`src/rtl/acc_stim_gen.sv`:
```
`timescale 1ns/1ps
// acc_stim_gen
//   Hardware stimulus producer for the accumulator's valid/value input.
//   After a start condition it emits NUM_BURSTS bursts of BURST_LEN addends,
//   with GAP_CYCLES idle cycles between bursts. It keeps a running sum of
//   everything it sent and flags (sticky) any cycle in which the accumulator
//   disagrees with base + sum.
//
//   Optional build macro ACC_STIM_LFSR_EN: addends come from a 32-bit Galois
//   LFSR (taps 32,22,2,1, seed 1) instead of the arithmetic sequence
//   1, 1+STEP, 1+2*STEP, ...
//
// Ports
//   clock        in   sole clock, rising edge
//   reset_n      in   asynchronous active-low reset
//   cycles       in   free-running cycle count (CYC_W bits)
//   accumulator  in   accumulator register value (DATA_W bits)
//   enable       in   run/pause while bursting or in a gap
//   valid        out  addend valid this cycle (registered)
//   value        out  addend (registered)
//   sent_count   out  beats emitted so far, saturating at 16'hFFFF
//   expected     out  sum of emitted addends, mod 2^DATA_W
//   done         out  programme complete
//   mismatch     out  sticky accumulator check failure
module acc_stim_gen #(
   parameter int unsigned     DATA_W      = 32,
   parameter int unsigned     CYC_W       = 64,
   parameter int unsigned     BURST_LEN   = 4,
   parameter int unsigned     NUM_BURSTS  = 2,
   parameter int unsigned     GAP_CYCLES  = 2,
   parameter longint unsigned START_CYCLE = 10,
   parameter int unsigned     STEP        = 1
) (
   input  logic              clock,
   input  logic              reset_n,
   input  logic [CYC_W-1:0]  cycles,
   input  logic [DATA_W-1:0] accumulator,
   input  logic              enable,
   output logic              valid,
   output logic [DATA_W-1:0] value,
   output logic [15:0]       sent_count,
   output logic [DATA_W-1:0] expected,
   output logic              done,
   output logic              mismatch
);

   typedef enum logic [2:0] {S_IDLE, S_BURST, S_GAP, S_DRAIN, S_DONE} state_t;

   localparam logic [15:0]      LAST_BEAT  = 16'(BURST_LEN);
   localparam logic [15:0]      LAST_BURST = 16'(NUM_BURSTS - 1);
   localparam logic [15:0]      LAST_GAP   = 16'(GAP_CYCLES - 1);
   localparam logic [CYC_W-1:0] START_AT   = CYC_W'(START_CYCLE);

   state_t            state;
   logic [15:0]       beat_cnt;   // beats already emitted in the current burst
   logic [15:0]       burst_cnt;  // bursts completed before the current one
   logic [15:0]       gap_cnt;
   logic [DATA_W-1:0] base;       // accumulator value when the programme started
   logic [DATA_W-1:0] cur_val;    // addend to be emitted on the next beat
   logic              emit;

`ifdef ACC_STIM_LFSR_EN
   logic [31:0] lfsr;
   assign cur_val = DATA_W'(lfsr);
`else
   logic [DATA_W-1:0] next_val;
   assign cur_val = next_val;
`endif

   // Decides whether the next cycle carries a beat.
   // NOTE: every always_comb output gets a default first so no latch is inferred.
   always_comb begin
      emit = 1'b0;
      case (state)
         S_IDLE:  emit = enable && (cycles >= START_AT);
         S_BURST: emit = enable && ((beat_cnt != LAST_BEAT) ||
                                    ((burst_cnt != LAST_BURST) && (GAP_CYCLES == 0)));
         S_GAP:   emit = enable && (gap_cnt == LAST_GAP);
         default: emit = 1'b0;
      endcase
   end

   // NOTE: sequential state uses non-blocking assignments only, so every
   // right-hand side below reads the value from before this edge.
   always_ff @(posedge clock or negedge reset_n) begin
      if (!reset_n) begin
         state      <= S_IDLE;
         valid      <= 1'b0;
         value      <= '0;
         sent_count <= '0;
         expected   <= '0;
         done       <= 1'b0;
         mismatch   <= 1'b0;
         base       <= '0;
         beat_cnt   <= '0;
         burst_cnt  <= '0;
         gap_cnt    <= '0;
`ifdef ACC_STIM_LFSR_EN
         lfsr       <= 32'h1;
`else
         next_val   <= DATA_W'(1);
`endif
      end else begin
         valid <= emit;
         if (emit) begin
            value <= cur_val;
`ifdef ACC_STIM_LFSR_EN
            lfsr  <= {1'b0, lfsr[31:1]} ^ (lfsr[0] ? 32'h8020_0003 : 32'h0);
`else
            next_val <= next_val + DATA_W'(STEP);
`endif
         end

         // Book-keep the beat currently on the bus; the accumulator absorbs it
         // on this same edge, so expected and accumulator stay in lock-step.
         if (valid) begin
            expected <= expected + value;
            if (sent_count != 16'hFFFF)
               sent_count <= sent_count + 16'd1;
         end

         if (state inside {S_BURST, S_GAP, S_DRAIN})
            mismatch <= mismatch | (accumulator != base + expected);

         case (state)
            S_IDLE: begin
               if (emit) begin
                  base     <= accumulator;
                  beat_cnt <= 16'd1;
                  state    <= S_BURST;
               end
            end
            S_BURST: begin
               if (enable) begin
                  if (beat_cnt != LAST_BEAT) begin
                     beat_cnt <= beat_cnt + 16'd1;
                  end else if (burst_cnt != LAST_BURST) begin
                     burst_cnt <= burst_cnt + 16'd1;
                     if (GAP_CYCLES == 0) begin
                        beat_cnt <= 16'd1;  // back-to-back: first beat of next burst already emitted
                     end else begin
                        beat_cnt <= 16'd0;
                        gap_cnt  <= 16'd0;
                        state    <= S_GAP;
                     end
                  end else begin
                     state <= S_DRAIN;
                  end
               end
            end
            S_GAP: begin
               if (enable) begin
                  if (gap_cnt == LAST_GAP) begin
                     gap_cnt  <= 16'd0;
                     beat_cnt <= 16'd1;
                     state    <= S_BURST;
                  end else begin
                     gap_cnt <= gap_cnt + 16'd1;
                  end
               end
            end
            S_DRAIN: begin
               done  <= 1'b1;
               state <= S_DONE;
            end
            default: begin
               done <= 1'b1;
            end
         endcase
      end
   end

endmodule

```
`config.mk`:
```
export PLATFORM = sky130hd
export DESIGN_NAME = acc_stim_gen
export DESIGN_NICKNAME = d
export VERILOG_FILES = /design/src/rtl/acc_stim_gen.sv
export SDC_FILE = /design/constraint.sdc
export NUM_CORES = 1
export LEC_CHECK = 0
export ABC_AREA = 1
export CELL_PAD_IN_SITES_DETAIL_PLACEMENT = 1
export CELL_PAD_IN_SITES_GLOBAL_PLACEMENT = 1
export CORE_MARGIN = 2
export CORE_UTILIZATION = 36
export CTS_BUF_LIST = sky130_fd_sc_hd__clkbuf_16
export DETAILED_ROUTE_END_ITERATION = 7
export PLACE_DENSITY_LB_ADDON = 0.05
export SETUP_SLACK_MARGIN = 0.15
export SYNTH_ARGS = -nofsm -noshare
export SYNTH_HDL_FRONTEND = slang
export SYNTH_SLANG_ARGS = --single-unit
```
`constraint.sdc`:
```
create_clock -name clock -period 2.98 [get_ports clock]
set_input_delay 0.596 -clock clock [delete_from_list [all_inputs] [get_ports clock]]
set_output_delay 0.596 -clock clock [all_outputs]
set_load 0.01 [all_outputs]
```
Word level (Yosys, flattened, before mapping). Cells that the tools add are included. W data, S select, Z words.

Bits in registers: 198. Bits of input ports: 99. Word-level logic and storage cells: 72.

$add $sub $neg: 7. Order comparisons: 1. Equality and inequality tests: 15. Multiplexer cells: 20. Bitwise logic cells: 2. Reduce and logical (&&, ||, !) cells: 15.

Operators by type and width (number): $mux W16 (10); $add A16 B1 Y16 const B (4); $add A32 B32 Y32 (2); $ge A64 B4 Y1 const B (1); $pmux W16 S3 (1); $add A32 B1 Y32 const B (1); $ne A32 B32 Y1 (1); $pmux W16 S2 (1); $eq A16 B1 Y1 const B (1); $ne A16 B1 Y1 const B (1); $ne A16 B16 Y1 const B (1); $ne A16 B3 Y1 const B (1); $mux W3 (5); $pmux W3 S4 (1); $reduce_and A6 Y1 (2); $ne A2 B2 Y1 const B (4); $eq A3 B2 Y1 const B (2); $reduce_bool A3 Y1 (2); $reduce_and A5 Y1 (1); $ne A2 B1 Y1 const B (2); $reduce_and A2 Y1 (2); $reduce_and A4 Y1 (1); $reduce_bool A4 Y1 (1); $eq A3 B1 Y1 const B (1); other kinds (9) (11).

Longest topological paths before layout. Gate-level depths: netlist (run 1).

Word-level depth: 5. Mapped depth: 20. Mapped depth without buffers: 20.

Worst setup path before layout (run 1). No wires, ideal clock.

Path type: reg2reg. From: register expected[0]. To: register expected[24]. Arrival time: 2385 ps. Required time: 2862 ps. Slack: 477 ps. Stages on the path, launching flop included: 14. Buffers on the path: 0. Clock period less this slack: 2503 ps. Cells stage by stage: dfrtp_1 ha_1 inv_1 fa_1 o21ai_0 a21oi_1 o21ai_0 nand2_1 a31oi_1 nand2_1 nand2_1 nand2_1 nand3_1 nand2_1.

Longest elaborated chain between the ends: 1.

RTL lines: start: declaration (RTL line 42) `output logic [DATA_W-1:0] expected,`; start signal: assignment (RTL line 117) `expected <= expected + value;`; $add A32 B32 Y32 (RTL line 117).

No other way between the ends. A chain may end at the register's enable or synchronous reset.

Worst setup path after layout (run 1).
From: register expected[2]. To: register mismatch.

Longest elaborated chain between the ends: 3.

RTL lines: $add A32 B32 Y32 (RTL line 123) `mismatch <= mismatch | (accumulator != base + expected);`; $ne A32 B32 Y1 (RTL line 123); $or A1 B1 Y1 (RTL line 123); end signal: assignment (RTL line 123); end: declaration (RTL line 44) `output logic mismatch`.

No other way between the ends.

==> results.sh, run 1 <==
export IMPL_outcome="completed"
export IMPL_first_iter_violations=769
export IMPL_reg2regPathDepth=17
export IMPL_cts_buffer_depth=2
export IMPL_cts_sinks=198
export IMPL_fp_dieH_microns=200
export IMPL_drt_vias_per_instance=5.01
export IMPL_cts_setup_buffers=0
export IMPL_place_hpwl_mm=37.8
export IMPL_cp_depth=17
export IMPL_synth_top_area_share_pct=35.7
export IMPL_cts_buffers=17
export IMPL_start_kind="flop"
export IMPL_ys_warn_count=0
export IMPL_netlist_area_sq_um=13800
export IMPL_power_density_nw_per_um2=903
export IMPL_synthTopCellsByCount="nand2_1 (552), inv_1 (285), dfrtp_1 (197)"
export IMPL_synthCells=1956
export IMPL_hold_class="primary input to async pin"
export IMPL_coreArea_sq_um=37800
export IMPL_routabilityCongestion=0.881
export IMPL_cp_data_arrival_time_ns=3.12
export IMPL_grt_pass1_vias=14000
export IMPL_crit_fanout=6
export IMPL_ys_seq_elements=198
export IMPL_cap_violations=0
export IMPL_max_freq_mhz=370
export IMPL_insertedDiodeCount=0
export IMPL_worstSetupPathType="flop to flop"
export IMPL_setup_viol=0
export IMPL_grt_usage_pct=24.3
export IMPL_grt_max_degree=65
export IMPL_worstMarginPinSlew_ns=0.646
export IMPL_cts_root_buffer="clkbuf_16"
export IMPL_p_leak_nw=8.48
export IMPL_slew_headroom_pct=56.6
export IMPL_postRouteAntennaNets=0
export IMPL_die_area_sq_um=39900
export IMPL_finalClockSkew_ns=0.0168
export IMPL_ys_flop_type="dfrtp_1"
export IMPL_power_w=0.0156
export IMPL_cp_end_kind="flop"
export IMPL_wl_mm=46.4
export IMPL_synthArstFlopShare_pct=100
export IMPL_synth_fp_nets=2127
export IMPL_clkLatencyLatePin_ns=0.51
export IMPL_cp_required_ns=3.39
export IMPL_dr_pass1_iters=4
export IMPL_seqCellArea_sq_um=4960
export IMPL_synth_cell_types=46
export IMPL_drc=0
export IMPL_worst_path_buf_inv=1
export IMPL_irDropWorstVdd_v=0.000357
export IMPL_cp_slowest_stage_delay_ns=0.43
export IMPL_fin_crit_ns=2.71
export IMPL_drive_gt1_share_pct=6.36
export IMPL_synth_area_leaders="dfrtp_1 (36%), nand2_1 (15%), inv_1 (7.7%)"
export IMPL_hold_violations=0
export IMPL_nNetsFinal=2359
export IMPL_start_util_pct=36.6
export IMPL_yosysTopAreaCell="dfrtp_1"
export IMPL_fin_setup_tns_ns=0
export IMPL_critPathTopFamily="simple AND/OR/NAND/NOR gates"
export IMPL_ys_seq_area_share_pct=35.9
export IMPL_cts_htree_levels=4
export IMPL_wire_per_inst_microns=17.1
export IMPL_drv_slew=0
export IMPL_overflow=0
export IMPL_synth_edff_count=0
export IMPL_rsz0062_at_grt="yes"
export IMPL_vias=13600
export IMPL_crit_chain="ha_2 > nand2_1 > nand3_1 > nand2_1 > nand2_1 > nand2_1 > nand2_1 > nand2_1 > nand3_1 > nand2_1 > nor2_1 > nand2_1 > nor3_2 > buf_4 > nand3_1 > nand2_1 > nand2_1"
export IMPL_portBuffers=180
export IMPL_clk_pin_slew_worst_paths_ns=0.09
export IMPL_crit_slowest_cell="dfrtp_1"
export IMPL_crit_top_cell="nand2_1"
export IMPL_tritoncts="built"
export IMPL_multi_input_area_sq_um=7690
export IMPL_yosysMostFrequentCell="nand2_1"
export IMPL_area_growth_pct=25.4
export IMPL_antenna_found_initial=0
export IMPL_syn_area_per_cell_sq_um=7.06
export IMPL_ios=182
export IMPL_dieWidth_microns=200
export IMPL_grt_pass1_wl_mm=74.3
export IMPL_rows=71
export IMPL_nFillCells=4856
export IMPL_fin_crit_sh_pct=90.8
stage by stage:
step | std cells | hold WS, ns | cell area, sq um | util [%] | worst slack (ns)
6_report | 2712 | 0.0703 | 17300 | 45.9 | 0.274
5_1_grt | 2712 | 0.0847 | 17300 | 45.9 | 0.0336
4_1_cts | 2712 | 0.0562 | 17300 | 45.7 | 0.164
3_5_place_dp | 2680 | 0.469 | 16700 | 44.1 | 0.135
3_3_place_gp | 2680 | 0.451 | 16700 | 44.1 | 0.212
2_1_floorplan | 1956 | 0.300 | 13800 | - | 0.477
layout make-up:
cell class / instances / share of cell area (%)
tap: 511 / 3.69
multi-input combinational: 1434 / 44.4
clock inverter: 15 / 0.896
clock buffer: 17 / 2.46
sequential: 198 / 28.6
timing repair buffer: 243 / 13.5
inverter: 294 / 6.37
cell families after synthesis:
family / count (synthesis) / synth area share (%)
buffers and inverters: 324 / 8.92
XOR/XNOR: 109 / 7.13
AO/OA/AOI/OAI: 250 / 9.94
adder cells (fa/ha/maj): 72 / 6.63
multiplexers: 1 / 0.0815
flip-flops: 198 / 35.9
AND/OR/NAND/NOR: 1002 / 31.4
cells in the final DEF (no fill, tap or decap), types with 3 or more instances in the layout:
cell and instances:
a21o_1 5, a21oi_1 60, a31oi_1 15, and2_1 4, buf_12 5, buf_4 58, clkbuf_16 17, clkdlybuf4s50_1 179
dfrtp_1 197, ha_1 67, inv_1 286, inv_2 9, inv_6 3, inv_8 6, nand2_1 551, nand3_1 105
nand3_2 4, nand3b_1 18, nand4_1 54, nor2_1 165, nor3_1 51, nor3_2 4, nor4_1 27, o211ai_1 3
o21a_1 12, o21ai_0 124, o21ai_1 11, o21bai_1 5, o221ai_1 4, or2_2 9, xnor2_1 38, xor2_1 69
path summary, 6_finish.rpt:
| check | start | end | slack, ns |
|---|---|---|---|
| min in group clock | gap_cnt[15] | gap_cnt[15] | 0.48 |
| min reg2reg | gap_cnt[15] | gap_cnt[15] | 0.48 |
| max in group asynchronous | reset_n | cur_val[0] | 2.13 |
| min | reset_n | sent_count[11] | 0.07 |
| max | expected[2] | mismatch | 0.27 |
| max reg2reg | expected[2] | mismatch | 0.27 |
flip-flops by register name, summed over array words and instances (netlist names):
name,flops
base,32
beat_cnt,16
burst_cnt,16
cur_val,32
done,1
expected,32
gap_cnt,16
mismatch,1
sent_count,16
state,3
valid,1
value,32
worst register-to-register path: stages, from the launching register on:
cell and delay (ns):
dfrtp_1 0.43, ha_2 0.40, nand2_1 0.09, nand3_1 0.20, nand2_1 0.08, nand2_1 0.18
nand2_1 0.13, nand2_1 0.14, nand2_1 0.07, nand3_1 0.08, nand2_1 0.05, nor2_1 0.08
nand2_1 0.07, nor3_2 0.17, buf_4 0.16, nand3_1 0.15, nand2_1 0.09, nand2_1 0.05
routing by layer:
layer	GRT usage [%]	part of all wire (%)	vias up
li1	-	-	6786
met1	31.7	47	6529
met2	41.5	48	224
met3	3.43	3.3	40
met4	8.07	1.9	0
met5	0	0	-
timing repair:
action | 4_1_cts | 5_1_grt
hold buffers | 0 | 0
setup endpoints to repair | 1 | 8
pin swaps | 0 | 1
gates cloned | 0 | 0
gates resized for setup | 2 | 16
power breakdown:
part	total, W	switching, W	internal, W
clock network	0.00241	0.00129	0.00112
logic	0.00908	0.00540	0.00368
registers	0.00414	0.000763	0.00338
Power figures use the tool's default switching activity.
==> run 2, diff against run 1 <==
Settings changed: CORE_MARGIN 2 to unset.
==> results.sh, run 2 (synthesized netlist as in run 1, its figures left out) <==
export IMPL_cp_data_arrival_time_ns=3.15
export IMPL_dpl_cell_count=2661
export IMPL_fp_dieH_microns=198
export IMPL_cts_hold_buf=0
export IMPL_power_density_nw_per_um2=903
export IMPL_grt_max_degree=70
export IMPL_portBuffers=180
export IMPL_final_cell_mix="nand2_1 (548), inv_1 (284), dfrtp_1 (196)"
export IMPL_setup_viol=0
export IMPL_place_hpwl_mm=36.2
export IMPL_vias=13400
export IMPL_cp_depth=17
export IMPL_fin_crit_ns=2.79
export IMPL_worstSetupPathType="flop to flop"
export IMPL_drv_slew=0
export IMPL_first_iter_violations=512
export IMPL_wl_mm=45.1
export IMPL_fin_setup_tns_ns=0
export IMPL_routabilityCongestion=0.908
export IMPL_crit_top_cell="nand2_1"
export IMPL_clkLatencyLatePin_ns=0.47
export IMPL_cp_endpoint="mismatch"
export IMPL_die_area_sq_um=39100
export IMPL_use_met2_pct=42.3
export IMPL_fin_crit_sh_pct=93.7
export IMPL_postRouteAntennaNets=0
export IMPL_overflow=0
export IMPL_multi_input_area_sq_um=7680
export IMPL_hold_class="primary input to async pin"
export IMPL_r2r_start="expected[0]"
export IMPL_seqCellArea_sq_um=4960
export IMPL_finalClockSkew_ns=0.0131
export IMPL_drive_gt1_share_pct=5.63
export IMPL_drt_vias_per_instance=4.96
export IMPL_rrSetupSlack_ns=0.19
export IMPL_cp_required_ns=3.34
export IMPL_crit_chain="ha_2 > fa_1 > buf_4 > nand3_1 > nand3_1 > nand2_1 > nand2_1 > nand2_1 > nand2_1 > nand2_1 > nand2_1 > nor2_1 > nand2_1 > nor2_1 > nand3_1 > nand2_1 > nand2_1"
export IMPL_cts_sinks=198
export IMPL_reg2regPathDepth=17
export IMPL_p_seq_share_pct=27.2
export IMPL_dieWidth_microns=198
export IMPL_top_usage_layer="met2"
export IMPL_r2r_end="mismatch"
export IMPL_area_growth_pct=24.6
export IMPL_start_util_pct=36.7
export IMPL_cp_slowest_stage_delay_ns=0.45
export IMPL_cap_violations=0
export IMPL_internal_power_w=0.00821
export IMPL_insertedDiodeCount=0
export IMPL_antenna_found_initial=0
export IMPL_p_leak_nw=8.40
export IMPL_dr_pass1_iters=4
export IMPL_cts_buffers=17
export IMPL_rsz0062_at_grt="yes"
export IMPL_swShare_pct=47.1
export IMPL_hold_violations=0
export IMPL_slew_headroom_pct=53.3
export IMPL_final_util_pct=45.7
export IMPL_cts_htree_levels=4
export IMPL_crit_slowest_cell="dfrtp_2"
export IMPL_max_freq_mhz=358
export IMPL_gr_usage_met1_pct=30.4
export IMPL_finalNonFillerCells=2694
export IMPL_irDropWorstVdd_v=0.000418
export IMPL_grt_pass1_wl_mm=73.4
export IMPL_tritoncts="built"
export IMPL_start_kind="flop"
export IMPL_wire_per_inst_microns=16.8
export IMPL_ios=182
export IMPL_crit_fanout=4
export IMPL_worstMarginPinSlew_ns=0.694
export IMPL_nNetsFinal=2341
export IMPL_power_w=0.0155
export IMPL_worst_path_buf_inv=1
export IMPL_outcome="completed"
export IMPL_grt_usage_pct=24.1
export IMPL_clk_pin_slew_worst_paths_ns=0.08
export IMPL_startpoint="expected[0]"
export IMPL_coreArea_sq_um=37700
export IMPL_critPathTopFamily="simple AND/OR/NAND/NOR gates"
export IMPL_grt_pass1_vias=13800
export IMPL_power_share_clock_pct=16.3
export IMPL_rows=71
export IMPL_drc=0
export IMPL_p_sw_w=0.00732
export IMPL_p_comb_share_pct=56.5
export IMPL_grt_use_met3_pct=3.42
export IMPL_cts_buffer_depth=2
export IMPL_cts_root_buffer="clkbuf_16"
export IMPL_cp_end_kind="flop"
export IMPL_nFillCells=4855
export IMPL_mostFrequentLayoutCell="nand2_1"
-- run 2: cell types whose count changed in the layout (fill, tap and decap cells not counted), moves of 2 or more --
cell | before | now
ha_2 | 2 | 4
nand2_2 | 2 | 5
nand2_1 | 551 | 548
inv_1 | 286 | 284
ha_1 | 67 | 65
nor3_2 | 4 | 2
buf_4 | 58 | 40
bufinv_16 | 0 | 2
inv_8 | 6 | 4
-- run 2: timing repair --
item | in CTS | in global routing
buffers inserted | 0 | 1
gates resized for setup | 3 | 17
pin swaps | 0 | 1
endpoints found under the setup margin | 2 | 7
-- run 2: worst min path at each step --
stage	cells past startpoint	end	slack (ns)	from
3_3_place_gp	2	mismatch	0.45	mismatch
5_1_grt	1	value[4]	0.14	reset_n
4_1_cts	1	value[0]	0.13	reset_n
2_1_floorplan	0	base[0]	0.30	reset_n
6_report	1	value[4]	0.11	reset_n
3_5_place_dp	1	done	0.46	done
-- run 2: power by group through the flow --
stage	combinational (W)	clock, W	sequential [W]
final	0.00877	0.00253	0.00423
after CTS	0.00877	0.00260	0.00425
after global placement	0.00845	0	0.00427
after global routing	0.00997	0.00269	0.00433
after detailed placement	0.00869	0	0.00429
after floorplan	0.00551	0	0.00411
-- run 2: routing by layer --
metal | part of all wire [%] | vias up
met4 | 2.1 | 0
met2 | 49 | 220
met3 | 3.1 | 49
met5 | 0 | -
li1 | - | 6758
met1 | 46 | 6337
-- run 2: layout make-up --
type | instances | area share [%]
clock buffer | 17 | 2.47
clock inverter | 15 | 1.10
inverter | 294 | 6.44
multi-input combinational | 1434 | 44.6
sequential | 198 | 28.8
tap | 511 | 3.72
timing repair buffer | 225 | 12.8
-- run 2: metrics by stage --
stage	worst slack [ns]	hold slack (ns)	cell area [sq um]
after floorplan	0.477	0.300	13800
after global placement	0.168	0.451	16500
after detailed placement	0.125	0.460	16500
after CTS	0.144	0.126	17100
after global routing	0.0384	0.142	17200
final	0.188	0.113	17200
==> RTL change, RTL diff (settings of run 2) <==
Put one more register stage on the output `expected`, with the module's reset. The value now appears one clock later. The other outputs are not delayed to match.
--- a/src/rtl/acc_stim_gen.sv
+++ b/src/rtl/acc_stim_gen.sv
@@ -52,4 +52,6 @@
    localparam logic [CYC_W-1:0] START_AT   = CYC_W'(START_CYCLE);
 
+   logic [DATA_W-1:0] expected_s0;
+
    state_t            state;
    logic [15:0]       beat_cnt;   // beats already emitted in the current burst
@@ -89,5 +91,5 @@
          value      <= '0;
          sent_count <= '0;
-         expected   <= '0;
+         expected_s0 <= '0;
          done       <= 1'b0;
          mismatch   <= 1'b0;
@@ -115,5 +117,5 @@
          // on this same edge, so expected and accumulator stay in lock-step.
          if (valid) begin
-            expected <= expected + value;
+            expected_s0 <= expected_s0 + value;
             if (sent_count != 16'hFFFF)
                sent_count <= sent_count + 16'd1;
@@ -121,5 +123,5 @@
 
          if (state inside {S_BURST, S_GAP, S_DRAIN})
-            mismatch <= mismatch | (accumulator != base + expected);
+            mismatch <= mismatch | (accumulator != base + expected_s0);
 
          case (state)
@@ -171,4 +173,12 @@
    end
 
+   always_ff @(posedge clock or negedge reset_n) begin
+      if (!reset_n) begin
+         expected <= '0;
+      end else begin
+         expected <= expected_s0;
+      end
+   end
+
 endmodule
 
Check against the original RTL: not equivalent (Yosys sat finds a counterexample within 4 cycles, from zero or initial values and one cycle with reset_n low).
==> RTL change against run 2 <==
- the flow now finishes with violations (design-rule violations)
- synthesized area rose by 8.8%
- final area increased by 9.2%
- final cell count rose by 5.1%
- hold slack better by 0.36 ns
- power is 22% higher
- synthesized cell count is 5.1% higher
- worst setup slack gained 0.027 ns
- sequential cell count up 32
- routed wire length up 10%
- first-iteration DRC count grew 21%
- sequential power grew 23%
- sequential share of layout area rose by 1.8 points
==> RTL change: results (changes against run 2) <==
Outcome
  – Outcome: finished with violations (was complete, no violations)
  – Failing checks: design-rule violations

Synthesis
  – Net Count, Synth: 2227 (was 2127)
  – Count of cell types in the netlist: 57 (was 46)
  – Top post-synthesis cells by count: 599 x nand2_1, 268 x inv_1, 229 x dfrtp_1 (was 552 x nand2_1, 285 x inv_1, 197 x dfrtp_1)
  – Sequential element share of the synthesized area: 0.383 (was 0.359)

Clock tree
  – Clk slew on worst S/H paths: 0.06 ns (was 0.08 ns)
  – CTS Buf Count: 29 (was 17)
  – Worst-Skew Late Latency: 0.56 ns (was 0.47 ns)
  – Clock Path Buffers: 3 (was 2)
  – H-Tree Depth: 1 (was 4)

Final layout
  – Nets: 2450 (was 2341)
  – Util after Layout: 0.458 (was 0.457)

Global route
  – Largest net degree at the start of global routing: 76 (was 70)
  – Met2 Resource Use GR: 0.393 (was 0.423)
  – Global-route wire length before repair: 78900 µm (was 73400 µm)
  – GR met1 Demand/Resource: 0.333 (was 0.304)
  – GR Util All Layers: 0.238 (was 0.241)

Detailed routing
  – DRT iter0 DRCs: 618 (was 512)
  – Drt first pass iters: 7 (was 4)
  – Routed wire length: 49800 µm (was 45100 µm)
  – Vias: 14300 (was 13400)
  – # DRC: 20 (was 0)

Placed design
  – Placed instance area: 17700 µm² (was 16500 µm²)
  – Routability cong.: 0.882 (was 0.908)

Critical path
  – WP data arrival: 3.21 ns (was 3.15 ns)
  – Critical Path Fanout Max: 5 (was 4)
  – R2r setup slk: 0.21 ns (was 0.19 ns)
  – Worst reg2reg startpoint: expected_s0[15] (was expected[0])
  – Reg2Reg Depth: 14 (was 17)

Timing
  – Minimum clock period: 2.77 ns (was 2.79 ns)

Pwr
  – Maximum VDD drop: 500 µV (was 418 µV)
  – Leak: 9.08 nW (was 8.40 nW)

Worst hold path
  – Worst hold path type: reg2reg (was in2async)
-- RTL change: cell count changes in the layout (fill, tap and decap cells not counted), moves of 13 or more --
cell / delta
nand2_1: +50
dfrtp_1: +33
nand3_1: +18
nand3b_1: -15
xor2_1: +15
inv_1: -13
-- RTL change: worst min path at each step --
| stage | slack, ns | cells past startpoint | from | endpoint |
|---|---|---|---|---|
| after floorplan | 0.30 | 0 | reset_n | base[0] |
| after global placement | 0.45 | 2 | mismatch | mismatch |
| after detailed placement | 0.46 | 1 | done | done |
| after CTS | 0.48 | 1 | done | done |
| after global routing | 0.49 | 2 | mismatch | mismatch |
| final | 0.47 | 1 | cur_val[2] | cur_val[2] |
-- RTL change: layer usage --
metal / wire, µm / share of wire
met2: 23000 / 0.46
met4: 885 / 0.018
met3: 1490 / 0.030
met1: 24500 / 0.49
met5: 0 / 0
-- RTL change: layout make-up --
cell class              count  share of cell area
multi-input cells        1513               0.429
repair buffers            232               0.121
clock inverters            22              0.0158
well taps                 532              0.0354
clock buffers              29              0.0386
diodes                      1            0.000133
flip-flops and latches    230               0.306
inverters                 273              0.0545
-- RTL change: repair_timing --
| action | CTS | global route |
|---|---|---|
| pin swaps | 0 | 1 |
| endpoints found under the setup margin | 2 | 45 |
| hold buffers | 1 | 0 |
| hold endpoints to repair | 16 | 0 |
| gates resized for setup | 2 | 11 |
-- RTL change: kinds of logic (layout without fill, tap and decap cells) --
family / Yosys count / count (layout) / share of synthesized area
buffers and inverters: 313 / 556 / 0.0828
muxes: 1 / 1 / 0.000750
and+or+nand+nor: 1067 / 1067 / 0.309
xor gates and xnor gates: 114 / 114 / 0.0683
other: 0 / 1 / 0
DFF: 230 / 230 / 0.383
AOI/OAI and AO/OA: 259 / 259 / 0.0946
adders and majority gates: 72 / 72 / 0.0610
-- RTL change: report_power, final --
group	total (mW)	leakage, nW	switching [mW]	internal (mW)
Clock	3.81	0.502	1.44	2.37
Combinational	9.92	5.67	5.96	3.96
Sequential	5.19	2.91	1.04	4.15
Total	18.9	9.08	8.44	10.5
